**src/rtl/mult_share_pkg.sv**
```systemverilog
// mult_share_pkg: shared widths, in-flight tag type and magnitude helper for mult_share_ctrl
package mult_share_pkg;
  localparam int MULT_W = 32;
  localparam int PROD_W = 64;
  localparam int ID_W = 3;
  typedef struct packed {
    logic valid;
    logic [ID_W-1:0] id;
    logic neg;
  } mult_tag_t;
  function automatic logic [MULT_W-1:0] abs32(input logic [MULT_W-1:0] x, input logic s);
    return (s && x[MULT_W-1]) ? -x : x;
  endfunction
endpackage

```
**src/rtl/mult_share_rr_arbiter.sv**
```systemverilog
// rr_arbiter: round-robin one-hot grant, pointer holds the last granted index
module rr_arbiter #(
  parameter int N = 4,
  localparam int IW = $clog2(N)
) (
  input  logic         clk,
  input  logic         rst,
  input  logic [N-1:0] req_i,
  input  logic         accept_i,
  output logic [N-1:0] gnt_o
);
  logic [IW-1:0] ptr_q, ptr_d;
  always_comb begin
    gnt_o = '0;
    ptr_d = ptr_q;
    for (int k = 1; k <= N; k++) begin
      if (gnt_o == '0 && req_i[(int'(ptr_q) + k) % N]) begin
        gnt_o[(int'(ptr_q) + k) % N] = 1'b1;
        ptr_d = IW'((int'(ptr_q) + k) % N);
      end
    end
  end
  always_ff @(posedge clk)
    if (rst) ptr_q <= IW'(N - 1);
    else if (accept_i) ptr_q <= ptr_d;
endmodule

```
**src/rtl/mult_share_ctrl.sv**
```systemverilog
// mult_share_ctrl: arbitrates requesters onto one pipelined unsigned multiplier,
// converting signed operands to magnitudes and restoring the sign on the product
module mult_share_ctrl
  import mult_share_pkg::*;
#(
  parameter int NUM_REQ = 4,
  parameter int MULT_LAT = 2,
  localparam int IW = $clog2(NUM_REQ)
) (
  input  logic                      clk,
  input  logic                      rst,
  input  logic [NUM_REQ-1:0]        req_valid,
  output logic [NUM_REQ-1:0]        req_ready,
  input  logic [MULT_W*NUM_REQ-1:0] req_a,
  input  logic [MULT_W*NUM_REQ-1:0] req_b,
  input  logic [NUM_REQ-1:0]        req_signed,
  output logic [MULT_W-1:0]         mult_a,
  output logic [MULT_W-1:0]         mult_b,
  input  logic [PROD_W-1:0]         mult_p,
  output logic                      resp_valid,
  output logic [IW-1:0]             resp_id,
  output logic [PROD_W-1:0]         resp_p,
  output logic                      busy
);
  logic [NUM_REQ-1:0] req_v;
  logic [MULT_W-1:0] sel_a, sel_b;
  logic sel_s;
  logic [ID_W-1:0] sel_id;
  mult_tag_t tag_d;
  mult_tag_t tag_q [MULT_LAT];
  logic resp_valid_q;
  logic [IW-1:0] resp_id_q;
  logic [PROD_W-1:0] resp_p_q;
  assign req_v = rst ? '0 : req_valid;
  rr_arbiter #(.N(NUM_REQ)) u_arb (
    .clk(clk),
    .rst(rst),
    .req_i(req_v),
    .accept_i(|req_ready),
    .gnt_o(req_ready)
  );
  // idle cycles select zeros so the multiplier sees 0 and the tag stays invalid
  always_comb begin
    sel_a = '0;
    sel_b = '0;
    sel_s = 1'b0;
    sel_id = '0;
    for (int i = 0; i < NUM_REQ; i++) begin
      if (req_ready[i]) begin
        sel_a = req_a[MULT_W*i +: MULT_W];
        sel_b = req_b[MULT_W*i +: MULT_W];
        sel_s = req_signed[i];
        sel_id = ID_W'(i);
      end
    end
  end
  assign mult_a = abs32(sel_a, sel_s);
  assign mult_b = abs32(sel_b, sel_s);
  assign tag_d = '{valid: |req_ready, id: sel_id, neg: sel_s & (sel_a[MULT_W-1] ^ sel_b[MULT_W-1])};
  always_ff @(posedge clk) begin
    if (rst) begin
      for (int k = 0; k < MULT_LAT; k++) tag_q[k] <= '0;
      resp_valid_q <= 1'b0;
      resp_id_q <= '0;
      resp_p_q <= '0;
    end else begin
      tag_q[0] <= tag_d;
      for (int k = 1; k < MULT_LAT; k++) tag_q[k] <= tag_q[k-1];
      resp_valid_q <= tag_q[MULT_LAT-1].valid;
      resp_id_q <= IW'(tag_q[MULT_LAT-1].id);
      resp_p_q <= tag_q[MULT_LAT-1].neg ? -mult_p : mult_p;
    end
  end
  always_comb begin
    busy = resp_valid_q;
    for (int k = 0; k < MULT_LAT; k++) busy = busy | tag_q[k].valid;
  end
  assign resp_valid = resp_valid_q;
  assign resp_id = resp_id_q;
  assign resp_p = resp_p_q;
endmodule

```
**config.mk**
```make
export PLATFORM = sky130hd
export DESIGN_NAME = mult_share_ctrl
export DESIGN_NICKNAME = d
export VERILOG_FILES = /design/src/rtl/mult_share_pkg.sv /design/src/rtl/mult_share_rr_arbiter.sv /design/src/rtl/mult_share_ctrl.sv
export SDC_FILE = /design/constraint.sdc
export NUM_CORES = 1
export LEC_CHECK = 0
export CAP_MARGIN = 5
export CORE_AREA = 4 4 180 182
export DETAILED_ROUTE_END_ITERATION = 12
export DIE_AREA = 0 0 184 186
export HOLD_SLACK_MARGIN = 0.12
export PLACE_DENSITY = 0.59
export SLEW_MARGIN = 20
export SYNTH_ARGS = -nofsm -noshare
export SYNTH_HDL_FRONTEND = slang
export SYNTH_HIERARCHICAL = 1
export SYNTH_SLANG_ARGS = --single-unit
```
**constraint.sdc**
```tcl
create_clock -name clk -period 7.52 [get_ports clk]
set_clock_uncertainty 0.15 [all_clocks]
set_input_delay 0.752 -clock clk [delete_from_list [all_inputs] [get_ports clk]]
set_output_delay 0.752 -clock clk [all_outputs]
set_load 0.01 [all_outputs]
```
# Yosys cells after proc, flatten, opt, wreduce, memory -nomap -nowiden
# Memory sizes are Yosys's and may differ from the RTL's.
# Index checks and enable logic that the tools add are counted.
# totals
ramBits	10
out_inout_bits	136
regBits	69
input_bits	330
word_cells	104
memories	1
# classes
order_cmp	8
mux	52
bitwise_logic	13
n_reduce_logical	19
n_addsub	7
# mem_list
name	depth	word_bits	read_ports	rd_clocked_by_memory_dff	wr	line	rtl
tag_q	2	5	2	0	2	mult_share_ctrl.sv:30	mult_tag_t tag_q [MULT_LAT];
# op_table
operator	n
2-to-1 mux 32 bit	10
2-to-1 mux 64 bit	1
negator 32 bit	2
negator 64 bit	1
2-to-1 mux 1 bit	20
2-to-1 mux 4 bit	5
less-than comparator 3 x 4 -> 1 bit, second input constant	4
greater-or-equal comparator 3 x 1 -> 1 bit, second input constant	4
zero test 4 bit	3
bitwise OR 4 bit	3
2-to-1 mux 5 bit	2
logical AND 1 bit	9
binary-select mux 1 bit (select 2 bit)	4
demux 1 bit (select 2 bit)	4
2-to-1 mux 2 bit	4
OR reduction 2 bit	4
2-to-1 mux 3 bit	2
adder 2 x 1 -> 2 bit, second input constant	2
adder 2 bit, second input constant	2
AND 1 bit, first input constant	4
bitwise OR 1 bit	4
nonzero test 4 bit	1
OR reduction 4 bit	1
AND reduction 2 bit	1
2 further kinds	2

# Logic depth before layout (Yosys ltp)
# Gate-level depths: netlist of run 1.
# logic_depth
depth_word	24
ltp_mapped	19
mapped_depth_nobuf	15

# Hierarchy
# Netlist of run 1, hierarchy kept.
# modules_own_cells
module	area_per_inst_um2	seq_area_each_um2	instances	cells_each
mult_share_ctrl	6528.8	1501.4	1	865
rr_arbiter	523.0	40.0	1	58

# Worst setup path after synthesis of run 1
# No wires, ideal clock.
# synth_path
path_kind	input to output
from	input port rst
to	output port mult_b[16]
n_path_buf	6
stages	18
t_arrival_ns	5.183
required_time_ns	6.618
path_slack_ns	1.435
path_cell_list	clkbuf_1 clkbuf_1 nor2b_1 mux4_2 buf_6 a221o_1 a311o_1 o21ai_2 buf_2 buf_2 buf_2 o21ai_0 o221ai_1 ha_1 o211ai_1 nor4_2 a31oi_1 xnor2_1
# synth_via
elab_cells_between_ends	37
classes_between	1 x add/sub; 26 x mux; 3 x bitwise; 7 x reduce/logical
# synth_rtl
element	line	rtl
from (decl)	mult_share_ctrl.sv:11	input logic rst,
2-to-1 mux 4 bit *	mult_share_ctrl.sv:34	assign req_v = rst ? '0 : req_valid;
via req_v[2]	mult_share_ctrl.sv:25	logic [NUM_REQ-1:0] req_v;
binary-select mux 1 bit (select 2 bit)	mult_share_rr_arbiter.sv:17	if (gnt_o == '0 && req_i[(int'(ptr_q) + k) % N]) begin
2-to-1 mux 1 bit (implied by the code) (2 in a row)	mult_share_rr_arbiter.sv:17	
2-to-1 mux 4 bit	mult_share_rr_arbiter.sv:17	
zero test 4 bit	mult_share_rr_arbiter.sv:17	
logical AND 1 bit	mult_share_rr_arbiter.sv:17	
2-to-1 mux 4 bit	mult_share_rr_arbiter.sv:17	
[... 2 more ...]	-	
2-to-1 mux 4 bit	mult_share_rr_arbiter.sv:17	
zero test 4 bit	mult_share_rr_arbiter.sv:17	
logical AND 1 bit	mult_share_rr_arbiter.sv:17	
2-to-1 mux 4 bit *	mult_share_rr_arbiter.sv:17	
via req_ready[1]	mult_share_ctrl.sv:13	output logic [NUM_REQ-1:0] req_ready,
2-to-1 mux 32 bit / 2-to-1 mux 1 bit (equally long branches) (3 in a row)	mult_share_ctrl.sv:49	if (req_ready[i]) begin
negator 32 bit / logical AND 1 bit (equally long branches)	mult_share_pkg.sv:12	return (s && x[MULT_W-1]) ? -x : x;
2-to-1 mux 32 bit *	mult_share_pkg.sv:12	
to (decl)	mult_share_ctrl.sv:18	output logic [MULT_W-1:0] mult_b,
# Mark *: on every way through the listed nets, which the timed path passes. The rest lies on a longest branch. The select of a mux whose other input is x is not followed.

# Final worst setup path of run 1
# layout_path
from	register u_arb.ptr_q[1]
to	output port mult_b[20]
# layout_via
elab_chain_len	23
elab_cells_between_ends	68
classes_between	5 x add/sub; 8 x order compare; 33 x mux; 7 x bitwise; 15 x reduce/logical
# layout_lines
element	line	rtl
from (decl)	mult_share_rr_arbiter.sv:12	logic [IW-1:0] ptr_q, ptr_d;
from (signal assigned)	mult_share_rr_arbiter.sv:24	if (rst) ptr_q <= IW'(N - 1);
from (signal assigned)	mult_share_rr_arbiter.sv:25	else if (accept_i) ptr_q <= ptr_d;
adder 2 x 1 -> 2 bit	mult_share_rr_arbiter.sv:17, mult_share_rr_arbiter.sv:18	
OR reduction 2 bit (no source line)	-	
AND 1 bit (no source line)	-	
less-than comparator 3 x 4 -> 1 bit (implied by the code) / greater-or-equal comparator 3 x 1 -> 1 bit (equally long branches)	mult_share_rr_arbiter.sv:18	gnt_o[(int'(ptr_q) + k) % N] = 1'b1;
logical AND 1 bit (implied by the code)	mult_share_rr_arbiter.sv:18	
2-to-1 mux 1 bit (implied by the code)	mult_share_rr_arbiter.sv:18	
demux 1 bit (select 2 bit)	-	
2-to-1 mux 4 bit	mult_share_rr_arbiter.sv:17	
[... 4 more ...]	-	
logical AND 1 bit	mult_share_rr_arbiter.sv:17	
2-to-1 mux 4 bit	mult_share_rr_arbiter.sv:17	
zero test 4 bit	mult_share_rr_arbiter.sv:17	
logical AND 1 bit	mult_share_rr_arbiter.sv:17	
2-to-1 mux 4 bit *	mult_share_rr_arbiter.sv:17	
2-to-1 mux 32 bit / 2-to-1 mux 1 bit (equally long branches) (4 in a row)	mult_share_ctrl.sv:49	
negator 32 bit / logical AND 1 bit (equally long branches)	mult_share_pkg.sv:12	
2-to-1 mux 32 bit *	mult_share_pkg.sv:12	
# Mark *: on every way between the ends. The rest lies on a longest branch, timed or not. The select of a mux whose other input is x is not followed.

==> results of run 1 <==
[area by class of cell]
class / count / area, um2 / area share (%)
Antenna cell: 2 / 5.00 / 0.0402
Tap cell: 396 / 495 / 3.98
Clock inverter: 4 / 31.3 / 0.251
Sequential cell: 77 / 1540 / 12.4
Multi-Input combinational cell: 740 / 5090 / 41.0
Clock buffer: 12 / 256 / 2.06
Inverter: 38 / 143 / 1.15
Timing Repair Buffer: 486 / 4870 / 39.2
[power breakdown]
part / switching (W) / internal (W)
Sequential: 0.0000416 / 0.000488
Clock: 0.000179 / 0.000243
Combinational: 0.00406 / 0.00344
[final timing paths]
path	startpoint	endpoint	slack, ns	cells after the start
max	u_arb/ptr_q[1]	mult_b[20]	0.52	16
min	tag_q[0][2]	tag_q[0][7]	0.29	1
max reg2reg	u_arb/ptr_q[1]	tag_q[0][0]	3.15	12
min reg2reg	tag_q[0][2]	tag_q[0][7]	0.29	1
[logic make-up (layout without fill, tap and decap cells)]
logic type	count (synthesis)	after routing	synth area share [%]
buffers and inverters	106	540	6.19
AND/OR/NAND/NOR	316	316	24.2
other	0	2	0
flip-flops	77	77	21.9
adder cells (fa/ha/maj)	11	11	1.95
multiplexers	12	12	2.41
XOR/XNOR	121	121	15.0
AO/OA/AOI/OAI	280	280	28.4
[routing by layer]
| layer | up-vias | track usage (%) | routed length (um) |
|---|---|---|---|
| met5 | - | 0 | 20 |
| met4 | 2 | 5.86 | 1050 |
| met3 | 66 | 6.41 | 3930 |
| met2 | 469 | 36.2 | 18900 |
| met1 | 4271 | 26.2 | 15500 |
| li1 | 4274 | - | - |
[synthesized netlist by cell type (11+ instances only)]
library cell	instances	area share, %
o221ai_1	12	1.5
o31ai_1	24	2.6
o21ai_0	39	2.8
a21oi_1	65	4.6
clkbuf_1	44	2.3
nand3b_1	23	2.4
a221oi_1	21	2.6
nand2_1	46	2.4
nor2b_1	30	2.7
nor3_1	25	1.8
or3_1	21	1.9
a31oi_1	18	1.6
xor2_1	79	9.8
nor2_1	109	5.8
nand3_1	11	0.78
a221o_1	26	3.7
inv_1	38	2.0
buf_2	16	1.1
dfxtp_1	77	22
xnor2_1	42	5.2
ha_1	11	2.0
o22ai_1	11	0.98
[state kept, by name, summed over array words and instances, names as in the netlist]
name	flops
resp_id	2
resp_p	64
u_arb/ptr_q	2
tag_q	8
resp_valid	1
[repair_timing]
| action | CTS | global route |
|---|---|---|
| buffers inserted | 0 | 2 |
| resized for setup | 0 | 2 |
| setup endpoints to repair | 0 | 21 |
[per-stage QoR]
stage	hold WS [ns]	area [um2]
floorplan	0.264	7050
global placement	0.271	12100
detailed placement	0.276	12100
CTS	0.290	12400
global route	0.299	12400
finish	0.286	12400
==> flow_summary_export.csv, run 1 <==
group,metric,value,unit
setup_path,critical_path_class,"register to output port",
pwr,ir_drop,0.755,mV
layout,fin_cells,1755,
sta,fmax,0.143,GHz
layout,utilization,40.7,%
setup_path,crit_path_max_incr_delay,0.61,ns
logic_synthesis,ys_warn_count,6,
die,ioPinCount,466,
flow_run,drv_cap,0,
setup_path,crit_path_top_delay_cell,"mux4_2",
detailed_routing,wl,39400,um
logic_synthesis,syn_inst,923,
pwr,total_leakage_power,4.43,nW
sta,rsz0062_at_grt,"false",
logic_synthesis,synthesis.area,7050,um2
logic_synthesis,syn_avg_cell_area,7.64,um2
cts,htree_levels,3,
sta,setup_slack,0.515,ns
placement,dp_cells,1735,
setup_path,end_kind,"output port",
logic_synthesis,yosysUniqueCellTypes,70,
sta,fin_tns_setup,0,ns
cts,clock_insertion_delay_worst_skew,0.33,ns
global_route,overflow,0,
run_status,status,"completed",
setup_path,crit_buf_inv,4,
sta,finalCritPeriodShare,93.1,%
layout,final_cell_mix,"clkdlybuf4s50_1, nor2_1, xor2_1, dfxtp_1, a21oi_1",
sta,maxSlewHeadroom,27.2,%
die,core-area,30600,um2
layout,final_nets,1693,
logic_synthesis,ys_seq_area_share,21.9,%
sta,finalMaxSlewViolations,0,
die,dieHeight,186,um
placement,pre_cts_ws,0.441,ns
layout,fill_cells,3132,
sta,hold_violations,0,
pwr,powerDensity,679,nW/um2
die,fp-row-count,64,
detailed_routing,vias,9082,
logic_synthesis,synth_flop_cell,"dfxtp_1",
global_route,antenna_found_initial,3,
layout,final_common_cell,"clkdlybuf4s50_1",
logic_synthesis,syn_nets,1264,
sta,worst_pin_slew,1.09,ns
cts,postCtsHoldBufs,0,
global_route,grt_pass1_wl,55900,um
logic_synthesis,synthArstFlopShare,0,%
layout,drive_above_1_share,5.31,%
cts,cts_sinks,77,
global_route,grt_use_total,21.3,%
setup_path,crit_fanout,50,
placement,gp_congestion,0.940,
cts,path_clk_slew,0.06,ns
detailed_routing,vias_per_cell,5.17,
pwr,p_total,0.00845,W
setup_path,crit_arrival,6.10,ns
die,dieArea,34200,um2
detailed_routing,drtIter0Drc,485,
hold_path,hold_class,"register to register",
sta,finalSetupViolations,0,
cts,clk_path_buf_depth,2,
setup_path,path_cells,"inv_1, ha_1, mux4_2, a221o_1, a311o_1, o21ai_4, buf_4, o21ai_0, o221ai_1, ha_1, o211ai_1, nor4_2, buf_4, a21oi_1, xnor2_1, clkdlybuf4s50_1",
cts,cts_buffers,9,
cts,clock_tree.root_cell,"clkbuf_16",
setup_path,cp-start-kind,"register",
sta,period_needed,7.00,ns
layout,area_growth,76.4,%
setup_path,required,6.62,ns
placement,port_buffers,465,
die,start_util,23.1,%
detailed_routing,dr.pass1.iters,7,
placement,place_hpwl,32300,um
logic_synthesis,ys_seq_elements,77,
logic_synthesis,synth_edf_count,0,
detailed_routing,wl_per_cell,22.5,um
setup_path,cp_top_family,"compound AO/OA/AOI/OAI gates",
global_route,grt_max_degree,87,
detailed_routing,detail-route-antenna-nets,0,
cts,cts_tree,"yes",
global_route,grt_pass1_vias,9036,
die,die_x,184,um
detailed_routing,remaining_drc_errors,0,
No activity file was read; power rests on OpenSTA's default activity.
==> run 2, diff against run 1 <==
TNS_END_PERCENT = 1   (was unset)
==> run 2 against run 1 <==
  * Wire length about the same
  * Critical path depth down 1
  * Final cell count unchanged
  * Via count about the same
  * Hold slack about the same
  * Sequential power about the same
  * Sequential share of layout area about the same
==> flow_summary_export.csv, run 2 (synthesized netlist as in run 1, its figures left out) <==
group,metric,value,unit
cts,clock_tree.root_cell,"clkbuf_16",
sta,period_needed,7.14,ns
cts,clk_path_buf_depth,2,
die,die_x,184,um
detailed_routing,vias,9078,
sta,finalSetupViolations,0,
placement,port_buffers,465,
layout,final_cell_mix,"clkdlybuf4s50_1, nor2_1, xor2_1, dfxtp_1, a21oi_1",
setup_path,timing.rr.start,"u_arb/ptr_q[1]",
layout,final_cell_area,12400,um2
die,dieArea,34200,um2
hold_path,hold_class,"register to register",
setup_path,required,6.62,ns
pwr,p_total,0.00845,W
flow_run,drv_cap,0,
setup_path,r2r_slack,3.15,ns
setup_path,cp-start-kind,"register",
global_route,grt_max_degree,87,
setup_path,rr_endpoint,"tag_q[0][0]",
global_route,grt_pass1_vias,9036,
layout,utilization,40.6,%
detailed_routing,vias_per_cell,5.17,
layout,final_nets,1692,
setup_path,critical_path_class,"register to output port",
sta,finalCritPeriodShare,95.0,%
global_route,overflow,0,
hold_path,worstHoldPathCells,1,
sta,maxSlewHeadroom,27.4,%
detailed_routing,drtIter0Drc,527,
layout,area_growth,76.1,%
die,ioPinCount,466,
detailed_routing,wl,39500,um
detailed_routing,detail-route-antenna-nets,0,
placement,gp_congestion,0.940,
cts,htree_levels,3,
sta,hold_violations,0,
placement,place_hpwl,32300,um
placement,post_dp_cell_area,12100,um2
setup_path,crit_fanout,50,
sta,fin_tns_setup,0,ns
run_status,status,"completed",
cts,cts_buffers,9,
detailed_routing,dr.pass1.iters,5,
cts,cts_sinks,77,
sta,fmax,0.140,GHz
pwr,total_leakage_power,4.42,nW
placement,dp_cells,1735,
global_route,grt_use_total,21.3,%
cts,cts_tree,"yes",
layout,largest_reg_flops,64,
hold_path,worstHoldStart,"tag_q[0][2]",
setup_path,crit_arrival,6.24,ns
pwr,powerDensity,680,nW/um2
global_route,antenna_found_initial,3,
detailed_routing,wl_per_cell,22.5,um
die,fp-row-count,64,
layout,fin_cells,1755,
sta,finalMaxSlewViolations,0,
layout,drive_above_1_share,5.24,%
hold_path,whs_endpoint,"tag_q[0][7]",
pwr,ir_drop,0.756,mV
die,core-area,30600,um2
detailed_routing,remaining_drc_errors,0,
sta,worst_pin_slew,1.09,ns
global_route,grt_pass1_wl,55900,um
cts,clock_insertion_delay_worst_skew,0.33,ns
die,dieHeight,186,um
sta,rsz0062_at_grt,"true",
setup_path,r2r_cells,12,
layout,final_common_cell,"clkdlybuf4s50_1",
setup_path,end_kind,"output port",
die,start_util,23.1,%
cts,path_clk_slew,0.06,ns
==> run 2: cell count changes in the layout (fill, tap and decap cells not counted) <==
cell | before | now
buf_12 | 5 | 4
diode_2 | 2 | 3
==> run 2: cell type report <==
type | count | area [um2]
fill | 3132 | 18200
multi-input combinational | 740 | 5090
timing repair buffer | 485 | 4850
sequential | 77 | 1540
tap | 396 | 495
clock buffer | 12 | 256
inverter | 38 | 143
clock inverter | 4 | 31.3
antenna | 3 | 7.51
==> run 2: per-stage QoR <==
step                      worst slack (ns)  hold WS [ns]
final                                0.375         0.286
after global routing               -0.0385         0.299
after CTS                            0.162         0.290
after detailed placement             0.441         0.276
after global placement               0.423         0.271
after floorplan                       1.43         0.264
==> run 2: how the worst max path moves through the flow <==
stage | from | depth (start not counted) | to | slack (ns)
2_1_floorplan | rst | 18 | mult_b[16] | 1.43
3_3_place_gp | req_valid[1] | 14 | mult_a[31] | 0.42
3_5_place_dp | req_valid[0] | 14 | mult_a[31] | 0.44
4_1_cts | u_arb/ptr_q[0] | 15 | mult_a[20] | 0.16
5_1_grt | u_arb/ptr_q[1] | 15 | mult_a[31] | -0.04
6_report | u_arb/ptr_q[1] | 15 | mult_a[31] | 0.38
==> run 2: worst max-delay path: stages, from the launching register on <==
cell and delay (ns):
dfxtp_1 0.52, inv_1 0.18, ha_1 0.43, mux4_2 0.60
a221o_1 0.38, a311o_1 0.36, o21ai_4 0.26, buf_4 0.47
or4bb_1 0.20, a32oi_1 0.14, nor2_1 0.26, nand2_1 0.27
nor4_4 0.75, a41oi_1 0.28, nor2_1 0.16, clkdlybuf4s50_1 0.61
==> run 2: what timing repair did <==
item / in CTS / in global routing
setup endpoints to repair: 0 / 21
hold buffers: 0 / 0
gates resized for setup: 0 / 2
hold endpoints to repair: 0 / 0
setup buffers: 0 / 1
==> run 2: report_power, final <==
part | internal [W] | switching, W | total (W)
registers | 0.000488 | 0.0000417 | 0.000530
clock network | 0.000243 | 0.000178 | 0.000421
logic | 0.00343 | 0.00406 | 0.00750
==> run 2: metal layers <==
layer / global-route usage, % / wire (um)
met5: 0 / 20
met4: 5.86 / 1020
met3: 6.41 / 3830
met2: 36.2 / 19000
met1: 26.2 / 15600
==> run 3, diff against run 2 <==
CORE_AREA = 4 4 177 179   (was 4 4 180 182)
DIE_AREA = 0 0 181 183   (was 0 0 184 186)
PLACE_DENSITY = 0.63   (was 0.59)
SYNTH_HIERARCHICAL = unset   (was 1)
==> run 3 against run 2 <==
  * Worst setup slack gained 0.0016 ns
  * Final cell count up 8.9%
  * Global-route usage grew 2.9 points
  * Sequential power shrank 7.9%
  * Area after synthesis grew 7.9%
  * Clock-buffer cell count decreased by 3
  * Hold slack improved by 0.0010 ns
  * Sequential share of layout area down 0.62 points
  * Core utilization rose by 3.6 points
  * Non-clock buffer count grew 9
  * Wire length up 10%
  * Combinational power is 37% lower
  * Critical path type unchanged
  * Largest power group unchanged
==> flow_summary_export.csv, run 3 <==
group,metric,value,unit
cts,clock_insertion_delay_worst_skew,0.33,ns
layout,fin_cells,1912,
sta,setup_slack,0.377,ns
sta,fmax,0.140,GHz
placement,port_buffers,465,
logic_synthesis,syn_nets,1414,
layout,final_cell_mix,"clkdlybuf4s50_1, nor2_1, a21oi_1, nand2_1, dfxtp_1",
cts,clock_tree.root_cell,"clkbuf_16",
setup_path,crit_arrival,6.24,ns
run_status,status,"completed",
logic_synthesis,ys_warn_count,0,
logic_synthesis,ys_seq_area_share,20.2,%
die,fp-row-count,63,
logic_synthesis,ys_seq_elements,77,
cts,cts_buffers,9,
detailed_routing,wl,43600,um
detailed_routing,remaining_drc_errors,0,
logic_synthesis,synthesis.area,7610,um2
sta,period_needed,7.14,ns
global_route,grt_pass1_vias,10000,
sta,finalCritPeriodShare,95.0,%
detailed_routing,detail-route-antenna-nets,0,
setup_path,cp-start-kind,"register",
global_route,grt_max_degree,80,
setup_path,path_cells,"inv_1, ha_1, mux4_2, and2_1, nand4_1, nand3_1, a31oi_4, nor2_1, buf_4, o2bb2ai_1, a211o_1, or4b_1, nor3_1, nand3_1, a21oi_1, clkdlybuf4s50_1",
cts,cts_tree,"yes",
setup_path,crit_path_top_delay_cell,"a31oi_4",
detailed_routing,drtIter0Drc,727,
logic_synthesis,yosysTopAreaCellShare,20.2,%
hold_path,hold_class,"register to register",
logic_synthesis,synth_most_common_cell,"nor2_1",
logic_synthesis,synth_commonest_cells,"nor2_1, a21oi_1, nand2_1",
setup_path,critPathMostFrequentCell,"nand3_1",
placement,gp_congestion,0.987,
sta,fin_tns_setup,0,ns
sta,rsz0062_at_grt,"false",
detailed_routing,vias,10400,
global_route,antenna_found_initial,17,
logic_synthesis,yosysUniqueCellTypes,78,
logic_synthesis,syn_avg_cell_area,7.09,um2
setup_path,crit_path_max_incr_delay,0.66,ns
setup_path,end_kind,"output port",
placement,pre_cts_ws,0.549,ns
logic_synthesis,syn_inst,1074,
flow_run,drv_cap,0,
detailed_routing,dr.pass1.iters,5,
logic_synthesis,synth_flop_cell,"dfxtp_1",
pwr,powerDensity,430,nW/um2
setup_path,critical_path_class,"register to output port",
setup_path,required,6.62,ns
setup_path,crit_fanout,24,
sta,maxSlewHeadroom,28.9,%
die,dieArea,33100,um2
logic_synthesis,synth_top_cell_by_area,"dfxtp_1",
die,core-area,29600,um2
cts,cts_sinks,77,
placement,dp_cells,1881,
cts,path_clk_slew,0.07,ns
sta,worst_pin_slew,1.04,ns
layout,fill_cells,3044,
placement,place_hpwl,35800,um
layout,utilization,44.2,%
detailed_routing,vias_per_cell,5.44,
pwr,p_total,0.00562,W
sta,hold_violations,0,
global_route,grt_pass1_wl,62300,um
cts,clk_path_buf_depth,2,
die,die_x,181,um
pwr,ir_drop,0.276,mV
global_route,grt_use_total,24.2,%
layout,area_growth,71.7,%
layout,largest_reg_flops,64,
detailed_routing,wl_per_cell,22.8,um
sta,finalSetupViolations,0,
die,dieHeight,183,um
die,ioPinCount,466,
layout,drive_above_1_share,5.70,%
logic_synthesis,synthArstFlopShare,0,%
sta,finalMaxSlewViolations,0,
pwr,total_leakage_power,4.66,nW
logic_synthesis,synthTopCellsByArea,"dfxtp_1, nor2_1, xor2_1",
logic_synthesis,synth_edf_count,0,
layout,final_nets,1843,
cts,htree_levels,3,
layout,final_common_cell,"clkdlybuf4s50_1",
cts,postCtsHoldBufs,0,
die,start_util,25.8,%
global_route,overflow,0,
[run 3: kinds of logic after synthesis]
| logic type | count (synthesis) | synth area share (%) |
|---|---|---|
| AOI/OAI and AO/OA | 337 | 30.1 |
| DFF | 77 | 20.2 |
| buffers and inverters | 99 | 5.65 |
| and+or+nand+nor | 420 | 26.9 |
| muxes | 11 | 1.68 |
| xor gates and xnor gates | 120 | 13.8 |
| adders and majority gates | 10 | 1.64 |
[run 3: layer usage]
| metal | global-route usage, % | share of wire, % | vias up |
|---|---|---|---|
| met4 | 11.0 | 4.3 | 10 |
| met1 | 29.3 | 39 | 4874 |
| met3 | 5.97 | 8.9 | 97 |
| met5 | 0 | 0.14 | - |
| li1 | - | - | 4829 |
| met2 | 40.6 | 47 | 596 |
[run 3: worst max-delay path: cells and delay by family (launching register included)]
| family | cells | cell delay, ns |
|---|---|---|
| AND/OR/NAND/NOR | 7 | 1.82 |
| buffers and inverters | 3 | 1.05 |
| adder cells (fa/ha/maj) | 1 | 0.45 |
| flip-flops | 1 | 0.48 |
| multiplexers | 1 | 0.64 |
| AO/OA/AOI/OAI | 4 | 1.46 |
[run 3: final cells by class]
| type | instances | area (um2) | area share, % |
|---|---|---|---|
| sequential | 77 | 1540 | 11.8 |
| antenna | 14 | 35.0 | 0.268 |
| inverter | 23 | 88.8 | 0.680 |
| clock buffer | 9 | 225 | 1.72 |
| tap | 390 | 488 | 3.73 |
| timing repair buffer | 494 | 4890 | 37.4 |
| multi-input combinational | 898 | 5720 | 43.7 |
| clock inverter | 7 | 76.3 | 0.584 |
[run 3: final timing paths]
kind / from / endpoint / slack, ns / cells after the start
setup / recovery: u_arb.ptr_q[1] / mult_b[31] / 0.38 / 16
hold / removal: tag_q[0][2] / tag_q[0][7] / 0.29 / 1
setup reg to reg: u_arb.ptr_q[1] / tag_q[0][0] / 2.73 / 14
hold reg to reg: tag_q[0][2] / tag_q[0][7] / 0.29 / 1
[run 3: repair_timing]
action                                  4_1_cts  5_1_grt
endpoints found under the setup margin        0       22
resized for setup                             0        7
setup buffers                                 0        0
endpoints found under the hold margin         0        0
[run 3: power breakdown]
group	switching (W)	total (W)	internal (W)
clock network	0.000204	0.000440	0.000237
registers	0.0000258	0.000488	0.000462
logic	0.00263	0.00469	0.00206
total	0.00286	0.00562	0.00276
[run 3: per-stage QoR]
| step | area (um2) | hold WS (ns) |
|---|---|---|
| 6_report | 13100 | 0.287 |
| 2_1_floorplan | 7610 | 0.264 |
| 4_1_cts | 13000 | 0.293 |
| 3_5_place_dp | 12700 | 0.276 |
| 3_3_place_gp | 12700 | 0.266 |
| 5_1_grt | 13100 | 0.303 |
